$ cat src/rtl/dbp_bht_sched.sv
// dbp_bht_sched
//   Owns channel 2 of the branch history table. Each cycle it does exactly one
//   of: a clear-sweep write, a read grant, a queued update write, or nothing.
//   Resolved-branch updates from the DBP are buffered in a small FIFO. They are
//   written into the table whenever channel 2 is not needed for a read.
//
// Optional feature (macro DBP_BHT_SCHED_CLEAR_EN):
//   defined   - power-up clear sweep and a clr_req-triggered clear sweep
//   undefined - no sweep; clr_req is ignored; clr_busy_o is tied low
//
// Ports
//   clk_i, reset_i                  clock, async active-high reset
//   upd_valid_i/upd_ready_o         update handshake (upd_addr_i, upd_data_i)
//   rd_valid_i, rd_addr_i           channel-2 read request
//   rd_ready_o, rd_rvalid_o         read grant, table data valid one cycle later
//   clr_req_i, clr_busy_o           clear request pulse, sweep in progress
//   bht_add2_o/bht_wen2_o/bht_wdata2_o  table channel-2 controls
//   q_count_o                       number of queued updates
//
// state    | meaning
// ST_IDLE  | queue empty (or first cycle after a sweep); reads only
// ST_DRAIN | queue non-empty; head written on any cycle without a read
// ST_CLEAR | sweep writing zero to one index per cycle
module dbp_bht_sched #(
   parameter int AWIDTH = 10,
   parameter int DWIDTH = 32,
   parameter int QDEPTH = 4
) (
   input  logic                    clk_i,
   input  logic                    reset_i,
   input  logic                    upd_valid_i,
   output logic                    upd_ready_o,
   input  logic [AWIDTH-1:0]       upd_addr_i,
   input  logic [DWIDTH-1:0]       upd_data_i,
   input  logic                    rd_valid_i,
   input  logic [AWIDTH-1:0]       rd_addr_i,
   output logic                    rd_ready_o,
   output logic                    rd_rvalid_o,
   input  logic                    clr_req_i,
   output logic                    clr_busy_o,
   output logic [AWIDTH-1:0]       bht_add2_o,
   output logic                    bht_wen2_o,
   output logic [DWIDTH-1:0]       bht_wdata2_o,
   output logic [$clog2(QDEPTH):0] q_count_o
);
   localparam int            PW       = $clog2(QDEPTH);
   localparam logic [PW:0]   CNT_FULL = (PW+1)'(QDEPTH);
   localparam logic [PW:0]   CNT_ONE  = (PW+1)'(1);
   localparam logic [PW-1:0] PTR_ONE  = PW'(1);
   localparam logic [1:0]    ST_IDLE  = 2'd0;
   localparam logic [1:0]    ST_DRAIN = 2'd1;
`ifdef DBP_BHT_SCHED_CLEAR_EN
   localparam logic [1:0]    ST_CLEAR = 2'd2;
   localparam logic [1:0]    ST_RESET = ST_CLEAR;
   localparam logic [AWIDTH-1:0] SWEEP_LAST = '1;
`else
   localparam logic [1:0]    ST_RESET = ST_IDLE;
`endif

   logic [1:0]        state_q, state_d;
   logic [PW:0]       count_q, count_d;
   logic [PW-1:0]     wr_ptr_q, rd_ptr_q;
   logic [AWIDTH-1:0] add_q;
   logic              rvalid_q;
   logic [AWIDTH-1:0] qa_q [QDEPTH];
   logic [DWIDTH-1:0] qd_q [QDEPTH];
   logic              push, pop, rd_grant;
`ifdef DBP_BHT_SCHED_CLEAR_EN
   logic [AWIDTH-1:0] sweep_q, sweep_d;
`endif

   // Handshakes are gated by reset so nothing is offered or granted while the
   // controller is held in reset.
   assign upd_ready_o = ~reset_i & (count_q != CNT_FULL);
   assign push        = upd_valid_i & upd_ready_o;
   assign rd_ready_o  = rd_grant;
   assign rd_rvalid_o = rvalid_q;
   assign q_count_o   = count_q;
`ifdef DBP_BHT_SCHED_CLEAR_EN
   assign clr_busy_o  = (state_q == ST_CLEAR);
`else
   // Without the clear feature the request has no effect.
   assign clr_busy_o  = clr_req_i & 1'b0;
`endif

   // Channel-2 arbitration: sweep, then read, then queued write.
   always_comb begin
      rd_grant     = 1'b0;
      pop          = 1'b0;
      bht_add2_o   = add_q;
      bht_wen2_o   = 1'b0;
      bht_wdata2_o = '0;
      if (!reset_i) begin
`ifdef DBP_BHT_SCHED_CLEAR_EN
         if (state_q == ST_CLEAR) begin
            bht_add2_o = sweep_q;
            bht_wen2_o = 1'b1;
         end else
`endif
         if (rd_valid_i) begin
            rd_grant   = 1'b1;
            bht_add2_o = rd_addr_i;
         end else if (state_q == ST_DRAIN) begin
            pop          = 1'b1;
            bht_add2_o   = qa_q[rd_ptr_q];
            bht_wdata2_o = qd_q[rd_ptr_q];
            bht_wen2_o   = 1'b1;
         end
      end
   end

   always_comb begin
      count_d = count_q;
      if (push && !pop)      count_d = count_q + CNT_ONE;
      else if (pop && !push) count_d = count_q - CNT_ONE;
      state_d = (count_d != '0) ? ST_DRAIN : ST_IDLE;
`ifdef DBP_BHT_SCHED_CLEAR_EN
      sweep_d = sweep_q;
      if (state_q == ST_CLEAR) begin
         // Sweep exits through IDLE; draining resumes on the following cycle.
         state_d = (sweep_q == SWEEP_LAST) ? ST_IDLE : ST_CLEAR;
         sweep_d = sweep_q + AWIDTH'(1);
      end
      if (clr_req_i) begin
         state_d = ST_CLEAR;
         sweep_d = '0;
      end
`endif
   end

   always_ff @(posedge clk_i) begin
      if (push) begin
         qa_q[wr_ptr_q] <= upd_addr_i;
         qd_q[wr_ptr_q] <= upd_data_i;
      end
   end

   always_ff @(posedge clk_i or posedge reset_i) begin
      if (reset_i) begin
         state_q  <= ST_RESET;
         count_q  <= '0;
         wr_ptr_q <= '0;
         rd_ptr_q <= '0;
         add_q    <= '0;
         rvalid_q <= 1'b0;
`ifdef DBP_BHT_SCHED_CLEAR_EN
         sweep_q  <= '0;
`endif
      end else begin
         state_q  <= state_d;
         count_q  <= count_d;
         add_q    <= bht_add2_o;
         rvalid_q <= rd_grant;
         if (push) wr_ptr_q <= wr_ptr_q + PTR_ONE;
         if (pop)  rd_ptr_q <= rd_ptr_q + PTR_ONE;
`ifdef DBP_BHT_SCHED_CLEAR_EN
         sweep_q  <= sweep_d;
`endif
      end
   end

endmodule

$ cat config.mk
export PLATFORM = sky130hd
export DESIGN_NAME = dbp_bht_sched
export DESIGN_NICKNAME = d
export VERILOG_FILES = /design/src/rtl/dbp_bht_sched.sv
export SDC_FILE = /design/constraint.sdc
export NUM_CORES = 1
export LEC_CHECK = 0
export CORE_MARGIN = 4
export CORE_UTILIZATION = 56
export CTS_BUF_LIST = sky130_fd_sc_hd__clkbuf_4 sky130_fd_sc_hd__clkbuf_8
export CTS_CLUSTER_SIZE = 16
export DETAILED_ROUTE_END_ITERATION = 8
export PLACE_DENSITY = 0.92
export SETUP_SLACK_MARGIN = 0.5
export SYNTH_ARGS = -nofsm -noshare
export SYNTH_HDL_FRONTEND = slang
export SYNTH_SLANG_ARGS = --single-unit
$ cat constraint.sdc
create_clock -name clk_i -period 3.56 [get_ports clk_i]
set_clock_uncertainty 0.2 [all_clocks]
set_input_delay 0.712 -clock clk_i [delete_from_list [all_inputs] [get_ports clk_i]]
set_output_delay 0.712 -clock clk_i [all_outputs]
set_load 0.01 [all_outputs]
After elaboration in Yosys (flattened, before gate mapping)
Memory sizes are Yosys's and may differ from the RTL's.
Cells that the tools add are included.
Storage, ports and cells
  memories: 2
  bits in registers: 19
  word-level logic and storage cells: 38
  RAM bits: 168
Cells by class
  add/sub/neg operators: 4
  reduce and logical (&&, ||, !) cells: 5
  muxes and demuxes: 16
  equal/unequal tests: 2
  bitwise gates (word level): 3
Memories
  qd_q: depth 4, width 32, read ports 1, clocked after memory_dff 0, wr ports 1, line 66  | logic [DWIDTH-1:0] qd_q [QDEPTH];
  qa_q: depth 4, width 10, read ports 1, clocked after memory_dff 0, wr ports 1, line 65  | logic [AWIDTH-1:0] qa_q [QDEPTH];
Operators by type and width (count)
  $mux W32: 3
  $mux W10: 3
  $mux W1: 8
  $mux W3: 2
  $add A2 B1 Y2 const B: 2
  $add A3 B1 Y3 const B: 1
  $ne A3 B3 Y1 const B: 1
  $reduce_bool A3 Y1: 1
  $sub A3 B1 Y3 const B: 1
  $and A1 B1 Y1: 2
  $logic_and A1 B1 Y1: 2
  $logic_not A1 Y1: 2
  $eq A1 B1 Y1 const B: 1
  $not A1 Y1: 1

Longest topological paths before layout
Gate-level depths: netlist of the first run.
  depth in word-level cells: 9
  depth in mapped cells: 7

Worst setup path after synthesis of the first run
No wires, ideal clock.
  path type: register -> register
  from: register count_q[0], in the netlist q_count_o[0]
  to: memory qa_q[0][0] (enable)
  path buffers: 0
  cell stages (with the launch flop): 6
  slack: 752 ps
  arrival time: 2204 ps
  clock period less this slack: 2808 ps
  cells stage by stage: dfrtp_1 > inv_1 > ha_1 > a21o_1 > inv_1 > and3_1
Between the ends
  word-level cells in the longest chain between the ends: 5
RTL lines
  start: declaration: line 61  | logic [PW:0] count_q, count_d;
  start signal: assignment: line 151  | count_q <= count_d;
  $ne A3 B3 Y1: line 74  | assign upd_ready_o = ~reset_i & (count_q != CNT_FULL);
  $and A1 B1 Y1: line 74
  via upd_ready_o: line 32  | output logic upd_ready_o,
  $and A1 B1 Y1: line 75  | assign push = upd_valid_i & upd_ready_o;
  $mux W1: line 132  | if (push) begin
  $mux W1 (implied by the code): line 133  | qa_q[wr_ptr_q] <= upd_addr_i;
  end: declaration: line 65
The timed path passes the listed nets, and every way through them passes these cells.

Worst setup path in the final report of the first run
  from: register rd_ptr_q[0]
  to: output port bht_wdata2_o[17]
Between the ends
  word-level cells in the longest chain between the ends: 4
RTL lines
  start: declaration: line 62  | logic [PW-1:0] wr_ptr_q, rd_ptr_q;
  start signal: assignment: line 155  | if (pop) rd_ptr_q <= rd_ptr_q + PTR_ONE;
  $mem_v2 Z4 W32
  $mux W32: line 103  | end else if (state_q == ST_DRAIN) begin
  $mux W32: line 100  | if (rd_valid_i) begin
  $mux W32: line 93  | if (!reset_i) begin
  end: declaration: line 43  | output logic [DWIDTH-1:0] bht_wdata2_o,
No other way between the ends.

==> results of run 1 <==
-- synthesized netlist by cell type --
| master | count |
|---|---|
| edfxtp_1 | 168 |
| dfrtp_1 | 19 |
| nand3_1 | 2 |
| ha_1 | 7 |
| inv_1 | 9 |
| o211ai_1 | 1 |
| buf_2 | 2 |
| and3_1 | 4 |
| nor3_1 | 2 |
| nand2_1 | 5 |
| o21ai_2 | 1 |
| nor2_1 | 23 |
| a211oi_1 | 1 |
| o21ai_0 | 3 |
| and2_1 | 32 |
| conb_1 | 1 |
| a31o_2 | 1 |
| clkinv_4 | 1 |
| mux4_2 | 42 |
| o311ai_1 | 1 |
| buf_4 | 5 |
| o22ai_1 | 10 |
| a21o_1 | 2 |
| and4_4 | 1 |
| a21oi_1 | 1 |
| or3b_4 | 1 |
| clkbuf_1 | 9 |
| nand2b_1 | 1 |
| nand4_1 | 1 |
| xnor2_1 | 4 |
-- area by class of cell --
| cell class | instances | share of cell area (%) |
|---|---|---|
| Clock buffer | 18 | 2.59 |
| Multi-Input combinational cell | 147 | 17.5 |
| Sequential cell | 187 | 59.3 |
| Inverter | 10 | 0.564 |
| Tap cell | 172 | 2.31 |
| Clock inverter | 14 | 1.50 |
| Timing Repair Buffer | 146 | 15.8 |
| Timing Repair inverter | 3 | 0.443 |
-- per-stage QoR --
stage / instance area, µm² / instances / power [W] / hold slack [ps] / setup slack (ps)
5_1_grt: 9320 / 697 / 0.00651 / 417 / 435
6_report: 9320 / 697 / 0.00623 / 359 / 504
2_1_floorplan: 7240 / 360 / 0.00392 / 380 / 752
4_1_cts: 9260 / 687 / 0.00603 / 367 / 425
3_5_place_dp: 8600 / 633 / 0.00458 / 340 / 61.9
3_3_place_gp: 8600 / 633 / 0.00449 / 328 / 65.9
-- kinds of logic (layout without fill, tap and decap cells) --
kind of cell | after synthesis | in the layout | share of synthesized area [%]
DFF | 187 | 187 | 76.2
and+or+nand+nor | 72 | 72 | 5.32
muxes | 42 | 42 | 13.1
buffers and inverters | 26 | 191 | 1.71
AOI/OAI and AO/OA | 21 | 21 | 1.92
adders and majority gates | 7 | 7 | 1.21
xor gates and xnor gates | 4 | 4 | 0.484
other | 1 | 1 | 0.0518
-- registers in the layout, indices dropped and copies added (netlist names) --
| name | count |
|---|---|
| wr_ptr_q | 2 |
| rd_ptr_q | 2 |
| rd_rvalid_o | 1 |
| add_q | 10 |
| qd_q | 128 |
| q_count_o | 3 |
| qa_q | 40 |
| state_q | 1 |
-- layer usage --
metal,global-route usage (%),vias up
met3,6.55,30
met1,26.1,2056
met5,0,-
li1,-,1733
met4,8.68,0
met2,37.1,167
-- report_power, final --
group	leakage (nW)	switching [W]	total [W]	internal [W]
registers	1.74	0.000124	0.00281	0.00269
logic	1.40	0.000917	0.00208	0.00117
clock network	0.195	0.000751	0.00133	0.000578
-- what timing repair did --
action | 4_1_cts | 5_1_grt
pin swaps | 1 | 2
buffers inserted | 17 | 7
gates cloned | 5 | 3
gates resized for setup | 90 | 74
endpoints found under the setup margin | 45 | 42
-- worst max-delay path: stages (launching register included) --
cell,delay (ps)
dfrtp_4,510
buf_12,160
clkbuf_16,160
buf_12,130
mux4_2,430
and2_1,180
clkbuf_2,120
-- path summary, 6_finish.rpt --
kind / slack (ps) / to / from
hold reg to reg: 360 / add_q[2]$_DFF_PP0_ / add_q[2]$_DFF_PP0_
setup reg to reg: 1150 / qd_q[0][25]$_DFFE_PP_ / q_count_o[1]$_DFF_PP0_
max in group asynchronous: 2470 / rd_ptr_q[0]$_DFFE_PP0P_ / reset_i
min in group asynchronous: 450 / state_q[0]$_DFF_PP0_ / reset_i
setup / recovery: 500 / bht_wdata2_o[17] / rd_ptr_q[0]$_DFFE_PP0P_
hold / removal: 360 / add_q[2]$_DFF_PP0_ / add_q[2]$_DFF_PP0_
==> impl_metrics.tcl, run 1 <==
set metrics [dict create \
    clkLatencyLatePin_ps 450 \
    cap_violations 0 \
    power.leakage_nw 3.34 \
    critPathLaunchType "register" \
    rows 41 \
    fin_util_pct 73.8 \
    synth.avg_cell_area_um2 20.1 \
    top_layer "met4" \
    report.final.slew_viol_count 0 \
    vdd_drop_max_mv 0.340 \
    htreeDepth 4 \
    fin_setup_tns_ps 0 \
    multi_input_area_um2 1630 \
    die_y_um 122 \
    syn_nets 424 \
    cts_buffers 17 \
    period_minus_slack_ps 3060 \
    slew_headroom_pct 64.9 \
    layout_common_cells "168 x edfxtp_1, 58 x clkdlybuf4s50_1, 42 x mux4_2" \
    drt_drc_violations_left 0 \
    crit_type "register to output port" \
    ys_seq_elements 187 \
    power_density_nw_per_um2 668 \
    clockRootBuffer "clkbuf_8" \
    wl_mm 15.8 \
    dr_wl_met2_mm 8.38 \
    wl_met3_mm 1.03 \
    grt_usage_pct 21.7 \
    report.final.setup_viol 0 \
    worst_slew_pin_slew_ps 526 \
    hold_class "register to register" \
    status "finished, final reports clean" \
    crit_fanout 6 \
    clk_path_buf_depth 2 \
    post-route-period-util_pct 85.8 \
    synth_area_um2 7240 \
    yosysSeqAreaShare_pct 76.2 \
    cts_tree "done" \
    start_util_pct 57.4 \
    grt_remaining_overflow 0 \
    final_hold_viol_count 0 \
    ioPinCount 107 \
    rsz0062_at_grt "yes" \
    drt-met1-wl_mm 6.06 \
    fp.dieW_um 122 \
    postCtsHoldBufs 0 \
    drt.antenna.violating_nets 0 \
    final_nets 576 \
    max_freq_ghz 0.327 \
    drive_above_1_share_pct 34.3 \
    seq_area_um2 5530 \
    yosys.area.top_type "edfxtp_1" \
    cts.clk_slew.worst_paths_ps 90 \
    cp.arrival_ps 2140 \
    via_per_inst 5.72 \
    required_ps 2650 \
    wl_per_cell_um 22.7 \
    place_congestion 0.722 \
    synth.distinct_cells 30 \
    hpwl_mm 8.96 \
    antenna_found_initial 0 \
    grt_pass1_vias 4236 \
    grt_pass1_wl_mm 23.1 \
    final_common_cell "edfxtp_1" \
    vias 3986 \
    end_kind "output port" \
    synth.top_cell.area_share_pct 69.7 \
    grt_max_degree 43 \
    cts_sinks 187 \
    syn_inst 360 \
    diodes 0 \
    area_growth_pct 28.7 \
    core-area_um2 12600 \
    yosys-top-cells-area "edfxtp_1 70%, mux4_2 13%, dfrtp_1 6.6%, and2_1 2.8%, ha_1 1.2%" \
    ys_warn_count 0 \
    io_buffers 104 \
    rr_worst_depth 6 \
    n_fill_cell 755 \
    die_area_um2 14800 \
    holdPathStages 2 \
    drtIter0Drc 275 \
    drt_pass1_iterations 4 \
]
No activity file was read; power rests on OpenSTA's default activity.
==> run 2, diff against run 1 <==
--- a/config.mk
+++ b/config.mk
@@ -10,7 +10,7 @@
 export CTS_BUF_LIST = sky130_fd_sc_hd__clkbuf_4 sky130_fd_sc_hd__clkbuf_8
 export CTS_CLUSTER_SIZE = 16
 export DETAILED_ROUTE_END_ITERATION = 8
-export PLACE_DENSITY = 0.92
+export PLACE_DENSITY_LB_ADDON = 0.05
 export SETUP_SLACK_MARGIN = 0.5
 export SYNTH_ARGS = -nofsm -noshare
 export SYNTH_HDL_FRONTEND = slang
==> impl_metrics.tcl, run 2 (same netlist as run 1, synthesis figures left out) <==
set metrics [dict create \
    status "finished, final reports clean" \
    grt_remaining_overflow 0 \
    fp.dieW_um 122 \
    fin_util_pct 73.3 \
    place_congestion 0.769 \
    period_minus_slack_ps 3040 \
    post-route-period-util_pct 85.3 \
    vias 3814 \
    core-area_um2 12600 \
    start_util_pct 57.4 \
    via_per_inst 5.49 \
    final_nets 575 \
    drt_pass1_iterations 4 \
    reg_top3 "qd_q x128, qa_q x40, add_q x10" \
    crit_fanout 5 \
    report.final.slew_viol_count 0 \
    power.leakage_nw 3.29 \
    htreeDepth 4 \
    fin_hold_ws_ps 351 \
    cts.clk_slew.worst_paths_ps 80 \
    grt_max_degree 29 \
    required_ps 2650 \
    grt_usage_pct 21.3 \
    hold_class "register to register" \
    regMostFlops "qd_q" \
    final_common_cell "edfxtp_1" \
    cap_violations 0 \
    wl_mm 14.4 \
    fin_cells 695 \
    layout_common_cells "168 x edfxtp_1, 59 x clkdlybuf4s50_1, 42 x mux4_2" \
    drtIter0Drc 278 \
    clkLatencyLatePin_ps 460 \
    grt_pass1_wl_mm 22.6 \
    io_buffers 104 \
    die_y_um 122 \
    critPathLaunchType "register" \
    cts_buffers 17 \
    diodes 0 \
    fin_setup_tns_ps 0 \
    rows 41 \
    die_area_um2 14800 \
    drive_above_1_share_pct 33.8 \
    slew_headroom_pct 65.1 \
    grt_pass1_vias 4057 \
    area_growth_pct 27.8 \
    clk_path_buf_depth 2 \
    hpwl_mm 8.58 \
    clockRootBuffer "clkbuf_8" \
    postCtsHoldBufs 0 \
    worst_slew_pin_slew_ps 523 \
    report.final.setup_viol 0 \
    cts_sinks 187 \
    end_kind "output port" \
    dp_cells 637 \
    drt_drc_violations_left 0 \
    drt.antenna.violating_nets 0 \
    wl_per_cell_um 20.8 \
    vdd_drop_max_mv 0.369 \
    power_density_nw_per_um2 669 \
    final_hold_viol_count 0 \
    largest_reg_flops 128 \
    crit_type "register to output port" \
    rsz0062_at_grt "yes" \
    cp.arrival_ps 2130 \
    ioPinCount 107 \
    max_freq_ghz 0.329 \
    antenna_found_initial 0 \
    cts_tree "done" \
]
[run 2: changes by cell type in the layout (fill, tap and decap cells not counted), sizes merged, moves of 2 or more]
cell	previous run	this run
dlygate4sd2	2	5
clkdlybuf4s15	8	4
inv	13	10
buf	46	53
bufinv	1	3
clkbuf	48	44
clkinvlp	1	3
clkinv	12	8
[run 2: area by class of cell]
type / instances / area (µm²)
flip-flops and latches: 187 / 5530
fillers: 820 / 3360
multi-input cells: 147 / 1630
repair buffers: 146 / 1410
clock buffers: 19 / 249
well taps: 172 / 215
clock inverters: 12 / 149
inverters: 10 / 50.0
repair inverters: 2 / 32.5
[run 2: worst max-delay path, cell delays in order, from the launching register on]
cell           delay, ps
dfrtp_4              540
buf_12               160
buf_4                140
mux4_2               400
and2_1               160
dlygate4sd2_1        270
[run 2: path summary, 6_finish.rpt]
path,startpoint,to,slack [ps],depth (start not counted)
max in group asynchronous,reset_i,rd_ptr_q[0]$_DFFE_PP0P_,2490,4
worst max register to register,q_count_o[0]$_DFF_PP0_,qd_q[3][15]$_DFFE_PP_,1230,6
worst min register to register,add_q[9]$_DFF_PP0_,add_q[9]$_DFF_PP0_,350,2
worst min-delay path,add_q[9]$_DFF_PP0_,add_q[9]$_DFF_PP0_,350,2
worst max-delay path,rd_ptr_q[0]$_DFFE_PP0P_,bht_wdata2_o[29],520,5
min in group asynchronous,reset_i,add_q[4]$_DFF_PP0_,420,4
[run 2: repair_timing]
item,in CTS,in global routing
resized for setup,106,60
setup endpoints to repair,45,35
gates cloned,3,0
buffers inserted,20,4
pin swaps,2,3
[run 2: per-stage QoR]
| step | area (µm²) | setup slack (ps) | total power, W |
|---|---|---|---|
| 2_1_floorplan | 7240 | 752 | 0.00392 |
| 3_3_place_gp | 8650 | 59.6 | 0.00455 |
| 3_5_place_dp | 8650 | 50.0 | 0.00460 |
| 4_1_cts | 9310 | 409 | 0.00620 |
| 5_1_grt | 9260 | 436 | 0.00652 |
| 6_report | 9260 | 522 | 0.00620 |
[run 2: report_power, final]
group | internal, W | total (W) | switching (W)
registers | 0.00269 | 0.00279 | 0.0000996
clock network | 0.000703 | 0.00140 | 0.000702
logic | 0.00111 | 0.00200 | 0.000891
[run 2: layer usage]
| layer | routed length [µm] | GRT usage (%) |
|---|---|---|
| met1 | 6090 | 29.4 |
| met2 | 7360 | 34.0 |
| met3 | 791 | 5.06 |
| met4 | 194 | 7.56 |
| met5 | 0 | 0 |
==> run 3, diff against run 2 <==
--- a/config.mk
+++ b/config.mk
@@ -6,11 +6,11 @@
 export NUM_CORES = 1
 export LEC_CHECK = 0
 export CORE_MARGIN = 4
-export CORE_UTILIZATION = 56
+export CORE_UTILIZATION = 40
 export CTS_BUF_LIST = sky130_fd_sc_hd__clkbuf_4 sky130_fd_sc_hd__clkbuf_8
 export CTS_CLUSTER_SIZE = 16
 export DETAILED_ROUTE_END_ITERATION = 8
-export PLACE_DENSITY_LB_ADDON = 0.05
+export PLACE_DENSITY = 0.69
 export SETUP_SLACK_MARGIN = 0.5
 export SYNTH_ARGS = -nofsm -noshare
 export SYNTH_HDL_FRONTEND = slang
==> impl_metrics.tcl, run 3 (same netlist as run 1, synthesis figures left out) <==
set metrics [dict create \
    status "finished, final reports clean" \
    io_buffers 104 \
    use_met2_pct 25.3 \
    report.final.slew_viol_count 0 \
    max_freq_ghz 0.310 \
    drt_drc_violations_left 0 \
    regMostFlops "qd_q" \
    cts_sinks 187 \
    fin_util_pct 54.7 \
    sw_frac_of_total_pct 27.8 \
    final_hold_viol_count 0 \
    power_density_nw_per_um2 671 \
    drt.antenna.violating_nets 0 \
    clkLatencyLatePin_ps 450 \
    drtIter0Drc 231 \
    postCtsHoldBufs 0 \
    hold_class "primary input to asynchronous set/reset pin" \
    crit_buf_inv 6 \
    crit_fanout 7 \
    end_kind "output port" \
    grt_remaining_overflow 0 \
    core-area_um2 17500 \
    drt_pass1_iterations 4 \
    cts.clk_slew.worst_paths_ps 90 \
    p_int_w 0.00465 \
    final_common_cell "edfxtp_1" \
    area_growth_pct 32.4 \
    report.final.setup_viol 0 \
    die_area_um2 20300 \
    start_util_pct 41.3 \
    diodes 0 \
    power_switching_w 0.00179 \
    rows 48 \
    clockPowerShare_pct 21.4 \
    via_per_inst 5.06 \
    wl_per_cell_um 20.0 \
    crit_chain "buf_6 -> buf_12 -> buf_12 -> buf_16 -> buf_6 -> mux4_2 -> and2_4 -> buf_6" \
    reg_top3 "qd_q x128, qa_q x40, add_q x10" \
    vias 3843 \
    cap_violations 0 \
    fin_cells 760 \
    crit_slowest_cell "dfrtp_4" \
    grt_usage_pct 15.6 \
    dp_cells 685 \
    place_congestion 0.757 \
    grt.busiest_layer "met2" \
    largest_reg_flops 128 \
    grt_max_degree 44 \
    htreeDepth 4 \
    die_y_um 143 \
    cts_tree "done" \
    use_met1_pct 20.4 \
    period_minus_slack_ps 3230 \
    clk_path_buf_depth 2 \
    post-route-period-util_pct 90.6 \
    hpwl_mm 8.01 \
    path_common_cell "buf_6" \
    required_ps 2650 \
    ioPinCount 107 \
    grt_pass1_wl_mm 23.4 \
    final_nets 586 \
    dpl_worst_slack_ps 48.0 \
    grtUsageMet3_pct 4.33 \
    clockRootBuffer "clkbuf_8" \
    rsz0062_at_grt "yes" \
    critical-path-top-delay-family "buffers and inverters" \
    vdd_drop_max_mv 0.382 \
    fin_ws_ps 334 \
    crit_type "register to output port" \
    cts_buffers 17 \
    power.leakage_nw 3.61 \
    seq_power_share_pct 43.1 \
    wl_mm 15.2 \
    antenna_found_initial 1 \
    fp.dieW_um 143 \
    layout_common_cells "168 x edfxtp_1, 60 x clkdlybuf4s50_1, 42 x mux4_2" \
    cp.arrival_ps 2310 \
    cpPeakStageDelay_ps 530 \
    drive_above_1_share_pct 33.3 \
    grt_pass1_vias 4056 \
    critPathLaunchType "register" \
    pwr-share-comb_pct 35.4 \
    fin_setup_tns_ps 0 \
]
[run 3: path summary, 6_finish.rpt]
check | start | to | slack [ps] | cells after the start
setup / recovery | rd_ptr_q[0]$_DFFE_PP0P_ | bht_wdata2_o[12] | 330 | 8
hold / removal | reset_i | q_count_o[2]$_DFF_PP0_ | 330 | 4
setup reg to reg | q_count_o[1]$_DFF_PP0_ | qd_q[3][19]$_DFFE_PP_ | 1460 | 6
hold reg to reg | add_q[7]$_DFF_PP0_ | add_q[7]$_DFF_PP0_ | 360 | 2
max in group asynchronous | reset_i | rd_ptr_q[0]$_DFFE_PP0P_ | 2590 | 4
min in group clk_i | add_q[7]$_DFF_PP0_ | add_q[7]$_DFF_PP0_ | 360 | 2
[run 3: routing by layer]
| metal | part of all wire (%) | vias up |
|---|---|---|
| met5 | 0 | - |
| met4 | 1.3 | 0 |
| met3 | 6.2 | 17 |
| met2 | 49 | 105 |
| met1 | 43 | 1971 |
| li1 | - | 1750 |
[run 3: area by class of cell]
| type | count | area (µm²) |
|---|---|---|
| Clock buffer | 19 | 249 |
| Clock inverter | 13 | 141 |
| Fill cell | 1355 | 7950 |
| Inverter | 10 | 50.0 |
| Multi-Input combinational cell | 147 | 1630 |
| Sequential cell | 187 | 5530 |
| Tap cell | 225 | 282 |
| Timing Repair Buffer | 157 | 1680 |
| Timing Repair inverter | 2 | 25.0 |
[run 3: tightest hold or removal path: cells and delay by family]
family / cells / cell delay (ps)
buffers and inverters: 4 / 660
[run 3: power by group through the flow]
stage / Combinational, W / Clock, W / Sequential (W)
after floorplan: 0.00111 / 0 / 0.00280
after global placement: 0.00176 / 0 / 0.00281
after detailed placement: 0.00177 / 0 / 0.00283
after CTS: 0.00209 / 0.00141 / 0.00278
after global routing: 0.00246 / 0.00151 / 0.00280
final: 0.00228 / 0.00138 / 0.00278
[run 3: per-stage QoR]
| step | power (W) | cell area [µm²] | hold WS (ps) |
|---|---|---|---|
| after floorplan | 0.00392 | 7240 | 380 |
| after global placement | 0.00456 | 8670 | 326 |
| after detailed placement | 0.00460 | 8670 | 346 |
| after CTS | 0.00628 | 9360 | 360 |
| after global routing | 0.00678 | 9590 | 328 |
| final | 0.00644 | 9590 | 331 |
[run 3: repair_timing]
| item | in CTS | in global routing |
|---|---|---|
| gates resized for setup | 82 | 77 |
| gates cloned | 4 | 0 |
| setup endpoints to repair | 45 | 44 |
| pin swaps | 4 | 13 |
| buffers inserted | 20 | 19 |
